`src/rtl/pwm_ref_streamer_pkg.sv`:
```
// Shared definitions for the PWM reference streamer: FSM states, Wishbone
// constants and pwm_accelerator register offsets used by both RTL and firmware.
package pwm_ref_streamer_pkg;

   typedef enum logic [1:0] {
      ST_IDLE = 2'd0,
      ST_REQ  = 2'd1,
      ST_GAP  = 2'd2
   } state_e;

   localparam logic [3:0] WB_SEL_ALL      = 4'hF;
   localparam logic [7:0] PWM_REG_CTRL    = 8'h00;
   localparam logic [7:0] PWM_REG_CPU_REF = 8'h20;

   function automatic logic [15:0] sat_inc16(input logic [15:0] v);
      return (v == 16'hFFFF) ? v : v + 16'd1;
   endfunction

endpackage

```
`src/rtl/ref_fifo.sv`:
```
// 16-bit synchronous sample FIFO with level/full/empty; head word is read
// combinationally so the popping cycle can capture it.
module ref_fifo #(
   parameter int DEPTH = 16
) (
   input  logic                   clk,
   input  logic                   rst_n,
   input  logic                   push_i,
   input  logic                   pop_i,
   input  logic [15:0]            data_i,
   output logic [15:0]            data_o,
   output logic                   full_o,
   output logic                   empty_o,
   output logic [$clog2(DEPTH):0] level_o
);

   localparam int AW = $clog2(DEPTH);
   localparam logic [AW:0] FULL_LEVEL = (AW+1)'(DEPTH);

   logic [15:0]   mem_q [DEPTH];
   logic [AW-1:0] wr_ptr_q, rd_ptr_q;
   logic [AW:0]   level_q;
   logic          do_push, do_pop;

   assign full_o  = (level_q == FULL_LEVEL);
   assign empty_o = (level_q == '0);
   assign level_o = level_q;
   assign data_o  = mem_q[rd_ptr_q];

   // A push on a full FIFO is refused even if a pop frees a slot this cycle.
   assign do_push = push_i & ~full_o;
   assign do_pop  = pop_i & ~empty_o;

   always_ff @(posedge clk) begin
      if (do_push) mem_q[wr_ptr_q] <= data_i;
   end

   always_ff @(posedge clk or negedge rst_n) begin
      if (!rst_n) begin
         wr_ptr_q <= '0;
         rd_ptr_q <= '0;
         level_q  <= '0;
      end else begin
         if (do_push) wr_ptr_q <= wr_ptr_q + 1'b1;
         if (do_pop)  rd_ptr_q <= rd_ptr_q + 1'b1;
         case ({do_push, do_pop})
            2'b10:   level_q <= level_q + 1'b1;
            2'b01:   level_q <= level_q - 1'b1;
            default: level_q <= level_q;
         endcase
      end
   end

endmodule

```
`src/rtl/pwm_ref_streamer.sv`:
```
// Wishbone initiator that writes one queued 16-bit reference sample to a fixed
// peripheral register per trigger pulse, keeping updates aligned to the carrier.
module pwm_ref_streamer
   import pwm_ref_streamer_pkg::*;
#(
   parameter int                    ADDR_WIDTH  = 8,
   parameter logic [ADDR_WIDTH-1:0] TARGET_ADDR = PWM_REG_CPU_REF,
   parameter int                    FIFO_DEPTH  = 16,
   parameter int                    TIMEOUT     = 255
) (
   input  logic                        clk,
   input  logic                        rst_n,
   input  logic                        enable,
   input  logic                        trigger,
   input  logic                        s_valid,
   output logic                        s_ready,
   input  logic [15:0]                 s_data,
   output logic [$clog2(FIFO_DEPTH):0] fifo_level,
   output logic [ADDR_WIDTH-1:0]       wbm_addr,
   output logic [31:0]                 wbm_dat_o,
   output logic                        wbm_we,
   output logic [3:0]                  wbm_sel,
   output logic                        wbm_cyc,
   output logic                        wbm_stb,
   input  logic                        wbm_ack,
   output logic [15:0]                 underrun_cnt,
   output logic [15:0]                 overrun_cnt,
   output logic                        err,
   input  logic                        clear_err
);

   localparam int TW = $clog2(TIMEOUT + 1);
   localparam logic [TW-1:0] TMO_LAST = TW'(TIMEOUT - 1);

   state_e                  state_q, state_d;
   logic                    pending_q, pending_d;
   logic [TW-1:0]           tmo_q, tmo_d;
   logic [15:0]             under_q, under_d, over_q, over_d;
   logic [15:0]             last_q, last_d;
   logic                    err_q, err_d;
   logic                    cyc_q, cyc_d, we_q, we_d;
   logic [ADDR_WIDTH-1:0]   addr_q, addr_d;
   logic [31:0]             dat_q, dat_d;
   logic [3:0]              sel_q, sel_d;
   logic                    fifo_pop, fifo_full, fifo_empty, start, timeout;
   logic [15:0]             fifo_dout;

   ref_fifo #(.DEPTH(FIFO_DEPTH)) u_fifo (
      .clk     (clk),
      .rst_n   (rst_n),
      .push_i  (s_valid),
      .pop_i   (fifo_pop),
      .data_i  (s_data),
      .data_o  (fifo_dout),
      .full_o  (fifo_full),
      .empty_o (fifo_empty),
      .level_o (fifo_level)
   );

   always_comb begin
      state_d   = state_q;
      pending_d = pending_q;
      tmo_d     = tmo_q;
      under_d   = under_q;
      over_d    = over_q;
      last_d    = last_q;
      cyc_d     = cyc_q;
      we_d      = we_q;
      addr_d    = addr_q;
      dat_d     = dat_q;
      sel_d     = sel_q;
      fifo_pop  = 1'b0;
      start     = 1'b0;
      timeout   = 1'b0;

      case (state_q)
         ST_IDLE: begin
            // A trigger arriving together with a pending request re-arms pending.
            if (enable && (trigger || pending_q)) begin
               start     = 1'b1;
               state_d   = ST_REQ;
               pending_d = trigger & pending_q;
            end
         end
         ST_REQ: begin
            if (wbm_ack || tmo_q == TMO_LAST) begin
               state_d = ST_GAP;
               cyc_d   = 1'b0;
               we_d    = 1'b0;
               timeout = ~wbm_ack;
            end else begin
               tmo_d = tmo_q + 1'b1;
            end
         end
         ST_GAP:  state_d = ST_IDLE;
         default: state_d = ST_IDLE;
      endcase

      if (enable && trigger && state_q != ST_IDLE) begin
         if (pending_q) over_d = sat_inc16(over_q);
         else           pending_d = 1'b1;
      end

      // An empty FIFO repeats the previous reference rather than skipping the write.
      if (start) begin
         tmo_d  = '0;
         cyc_d  = 1'b1;
         we_d   = 1'b1;
         addr_d = TARGET_ADDR;
         sel_d  = WB_SEL_ALL;
         if (!fifo_empty) begin
            fifo_pop = 1'b1;
            last_d   = fifo_dout;
            dat_d    = {16'd0, fifo_dout};
         end else begin
            under_d = sat_inc16(under_q);
            dat_d   = {16'd0, last_q};
         end
      end

      if (!enable) pending_d = 1'b0;
      err_d = timeout | (err_q & ~clear_err);
   end

   always_ff @(posedge clk or negedge rst_n) begin
      if (!rst_n) begin
         state_q   <= ST_IDLE;
         pending_q <= 1'b0;
         tmo_q     <= '0;
         under_q   <= '0;
         over_q    <= '0;
         last_q    <= '0;
         err_q     <= 1'b0;
         cyc_q     <= 1'b0;
         we_q      <= 1'b0;
         addr_q    <= '0;
         dat_q     <= '0;
         sel_q     <= '0;
      end else begin
         state_q   <= state_d;
         pending_q <= pending_d;
         tmo_q     <= tmo_d;
         under_q   <= under_d;
         over_q    <= over_d;
         last_q    <= last_d;
         err_q     <= err_d;
         cyc_q     <= cyc_d;
         we_q      <= we_d;
         addr_q    <= addr_d;
         dat_q     <= dat_d;
         sel_q     <= sel_d;
      end
   end

   assign s_ready      = ~fifo_full;
   assign wbm_cyc      = cyc_q;
   assign wbm_stb      = cyc_q;
   assign wbm_we       = we_q;
   assign wbm_addr     = addr_q;
   assign wbm_dat_o    = dat_q;
   assign wbm_sel      = sel_q;
   assign underrun_cnt = under_q;
   assign overrun_cnt  = over_q;
   assign err          = err_q;

endmodule

```
`config.mk`:
```
export PLATFORM = sky130hd
export DESIGN_NAME = pwm_ref_streamer
export DESIGN_NICKNAME = d
export VERILOG_FILES = /design/src/rtl/pwm_ref_streamer_pkg.sv /design/src/rtl/ref_fifo.sv /design/src/rtl/pwm_ref_streamer.sv
export SDC_FILE = /design/constraint.sdc
export NUM_CORES = 1
export LEC_CHECK = 0
export CAP_MARGIN = 20
export CORE_MARGIN = 3
export CORE_UTILIZATION = 53
export DETAILED_ROUTE_END_ITERATION = 8
export PLACE_DENSITY = 0.73
export SYNTH_ARGS = -nofsm -noshare
export SYNTH_HDL_FRONTEND = slang
export SYNTH_HIERARCHICAL = 1
export SYNTH_SLANG_ARGS = --single-unit
```
`constraint.sdc`:
```
create_clock -name clk -period 10.2 [get_ports clk]
set_clock_uncertainty 0.2 [all_clocks]
set_input_delay 1.02 -clock clk [delete_from_list [all_inputs] [get_ports clk]]
set_output_delay 1.02 -clock clk [all_outputs]
set_load 0.02 [all_outputs]
```
==> metrics.txt <==
Critical R2R Launch=state_q[0]$_DFFE_PN0P_; CTS Buf Count=36; worst hold margin=279.9 ps; min Tclk post-route=4765 ps; layout cells sized above 1=0.1746; post-route ant nets=0; IO Count=109; Main synth FF type=edfxtp_1; largest net degree at the start of global routing=51; YS warnings=6; Critical Path Source=trigger; synth cell count leaders=256 x edfxtp_1, 91 x dfrtp_1, 83 x mux2i_1; number of global-route vias before repair=7768; post-synthesis cell area=14620 sq um; Resized cells post-CTS=0; asr flop ratio synth=0.2622; Ant. Diodes=0; placer's final routability congestion estimate=0.7835; LEAKAGE=6.209 nW; die area=29620 sq um; drc violations=0; worst-margin pin slew=1054 ps; Routed WL per cell=21.63 microns; I/O Buffers=85; Mapped Avg Cell Area=16.27 sq um; number of detailed-route iterations in the first pass=5; most frequent cell after synthesis=edfxtp_1; fin nets=1035; Fmax achieved=0.2099 GHz; Critical Path AT=4970 ps; Clock transition at path regs=60 ps; RSZ-0062 raised after global routing=no; Final Max Slew Viols=0; core footprint=27030 sq um; htree depth=2; die width=172.1 microns; outcome=complete, no violations; Max Cap Viol=0; WP data required=10400 ps; Power Dens Cells=269.6 nW/um^2; # clock sinks=347; CP Max Fanout=40; vias=7908; Post-Route WL=29.55 mm; Cell variety after synth=64; GRT Util Overall=0.2016; Root Buffer=clkbuf_16; final setup vio count=0; Starting Density=0.5411; Seq/Total Area, Yosys=0.6814; clock tree buffer depth=3; Post-synth EDFFs=256; Area Overhead vs Synth=15.23%; TNS Setup=0 ps; row cnt=60; top post-synthesis cells by area=edfxtp_1 53%, dfrtp_1 16%, mux2i_1 5.7%; headroom to the max-slew limit=0.2949; CP Launch Type=primary input; Synth top area share=0.5257; DR vias/cell=5.789; GRT overflow=0; height of the chip=172.1 microns; final period utilization=0.4672; CTS tree=done; Starting DRT DRC Count=699; cts hold-fix bufs=0; final hold vios=0; postcts setup bufs=0; Yosys reg bits=347; hpwl dp=17.71 mm; post-synthesis cell count=899; Critical Path End Type=flop; cell taking the most area after synthesis=edfxtp_1; maximum VDD drop=0.1897 mV; global-route wire length before repair=44.99 mm; initial antenna violation count=0; WS Path Type=primary input to flop; Clk Latency, worst-skew pair=520 ps; Hold WC Path Type=primary input to async pin
[state kept, by name (all words and copies together) (netlist names)]
| register | flops |
|---|---|
| wbm_sel | 1 |
| state_q | 2 |
| u_fifo/rd_ptr_q | 4 |
| u_fifo/level_o | 5 |
| wbm_dat_o | 16 |
| err | 1 |
| u_fifo/wr_ptr_q | 4 |
| underrun_cnt | 16 |
| pending_q | 1 |
| last_q | 16 |
| overrun_cnt | 16 |
| wbm_we | 1 |
| tmo_q | 8 |
| u_fifo/mem_q | 256 |
[layout by cell type (no fill, tap or decap), drive strengths merged, types with 14 or more instances in the layout]
master / n
a221oi: 32
a22oi: 16
buf: 27
clkbuf: 48
clkdlybuf4s50: 84
clkinv: 14
conb: 23
dfrtp: 91
edfxtp: 256
inv: 14
mux2: 22
mux2i: 83
mux4: 32
nand2: 65
nand3: 19
nor2: 33
o21ai: 41
xnor2: 16
xor2: 22
[metal layers]
layer | GRT usage | up-vias | wire (microns)
li1 | - | 3580 | -
met1 | 0.2913 | 4004 | 13200
met4 | 0.05762 | 0 | 619
met5 | 0 | - | 0
met2 | 0.3243 | 279 | 14000
met3 | 0.03018 | 45 | 1735
[power by group]
group          internal (W)  total, W  switching [W]
logic              0.000579   0.00137       0.000789
registers           0.00173   0.00187       0.000137
clock network      0.000782   0.00131       0.000525
total               0.00309   0.00454        0.00145
[cells by family after synthesis]
group | after synthesis | synth area share
DFF | 347 | 0.6814
and+or+nand+nor | 168 | 0.05630
muxes | 137 | 0.1233
AOI/OAI and AO/OA | 107 | 0.06272
buffers and inverters | 87 | 0.04073
xor gates and xnor gates | 38 | 0.02276
adders and majority gates | 14 | 0.01249
other | 1 | 0.0002564
[area by class of cell]
class / count / area, sq um
fillers: 1949 / 10180
flip-flops and latches: 347 / 9968
multi-input cells: 487 / 4165
repair buffers: 111 / 1044
clock buffers: 48 / 1020
well taps: 341 / 426.7
clock inverters: 17 / 170.2
inverters: 15 / 56.30
[path summary, 6_finish.rpt]
path / cells after the start / end / slack (ps)
hold reg to reg: 2 / wbm_dat_o[13]$_DFFE_PN0P_ / 280
setup / recovery: 14 / u_fifo/level_o[4]$_DFFE_PN0P_ / 5430
setup reg to reg: 12 / u_fifo/level_o[4]$_DFFE_PN0P_ / 6060
max in group asynchronous: 2 / u_fifo/rd_ptr_q[0]$_DFFE_PN0P_ / 8430
min in group clk: 2 / wbm_dat_o[13]$_DFFE_PN0P_ / 280
hold / removal: 1 / underrun_cnt[5]$_DFFE_PN0P_ / 280
[worst max-delay path, cell delays in order]
cell and delay, ps:
clkdlybuf4s50_1 540, o21ai_2 100, or3_1 310, buf_4 250
nor2_2 640, nor2b_1 480, ha_1 310, inv_1 100
fa_1 400, nor2b_1 150, o21ai_1 90, nand3_1 80
or3b_1 360, xnor2_1 130
[metrics by stage]
step	setup WS (ps)	power [W]	area, sq um	std cells	util
floorplan	6175	0.002882	14710	921	-
global placement	4962	0.003229	15650	1300	0.5792
detailed placement	4936	0.003265	15650	1300	0.5792
CTS	5424	0.004576	16840	1365	0.6232
global route	5118	0.004765	16850	1366	0.6235
finish	5435	0.004542	16850	1366	0.6235
No activity file was read; power rests on OpenSTA's default activity.
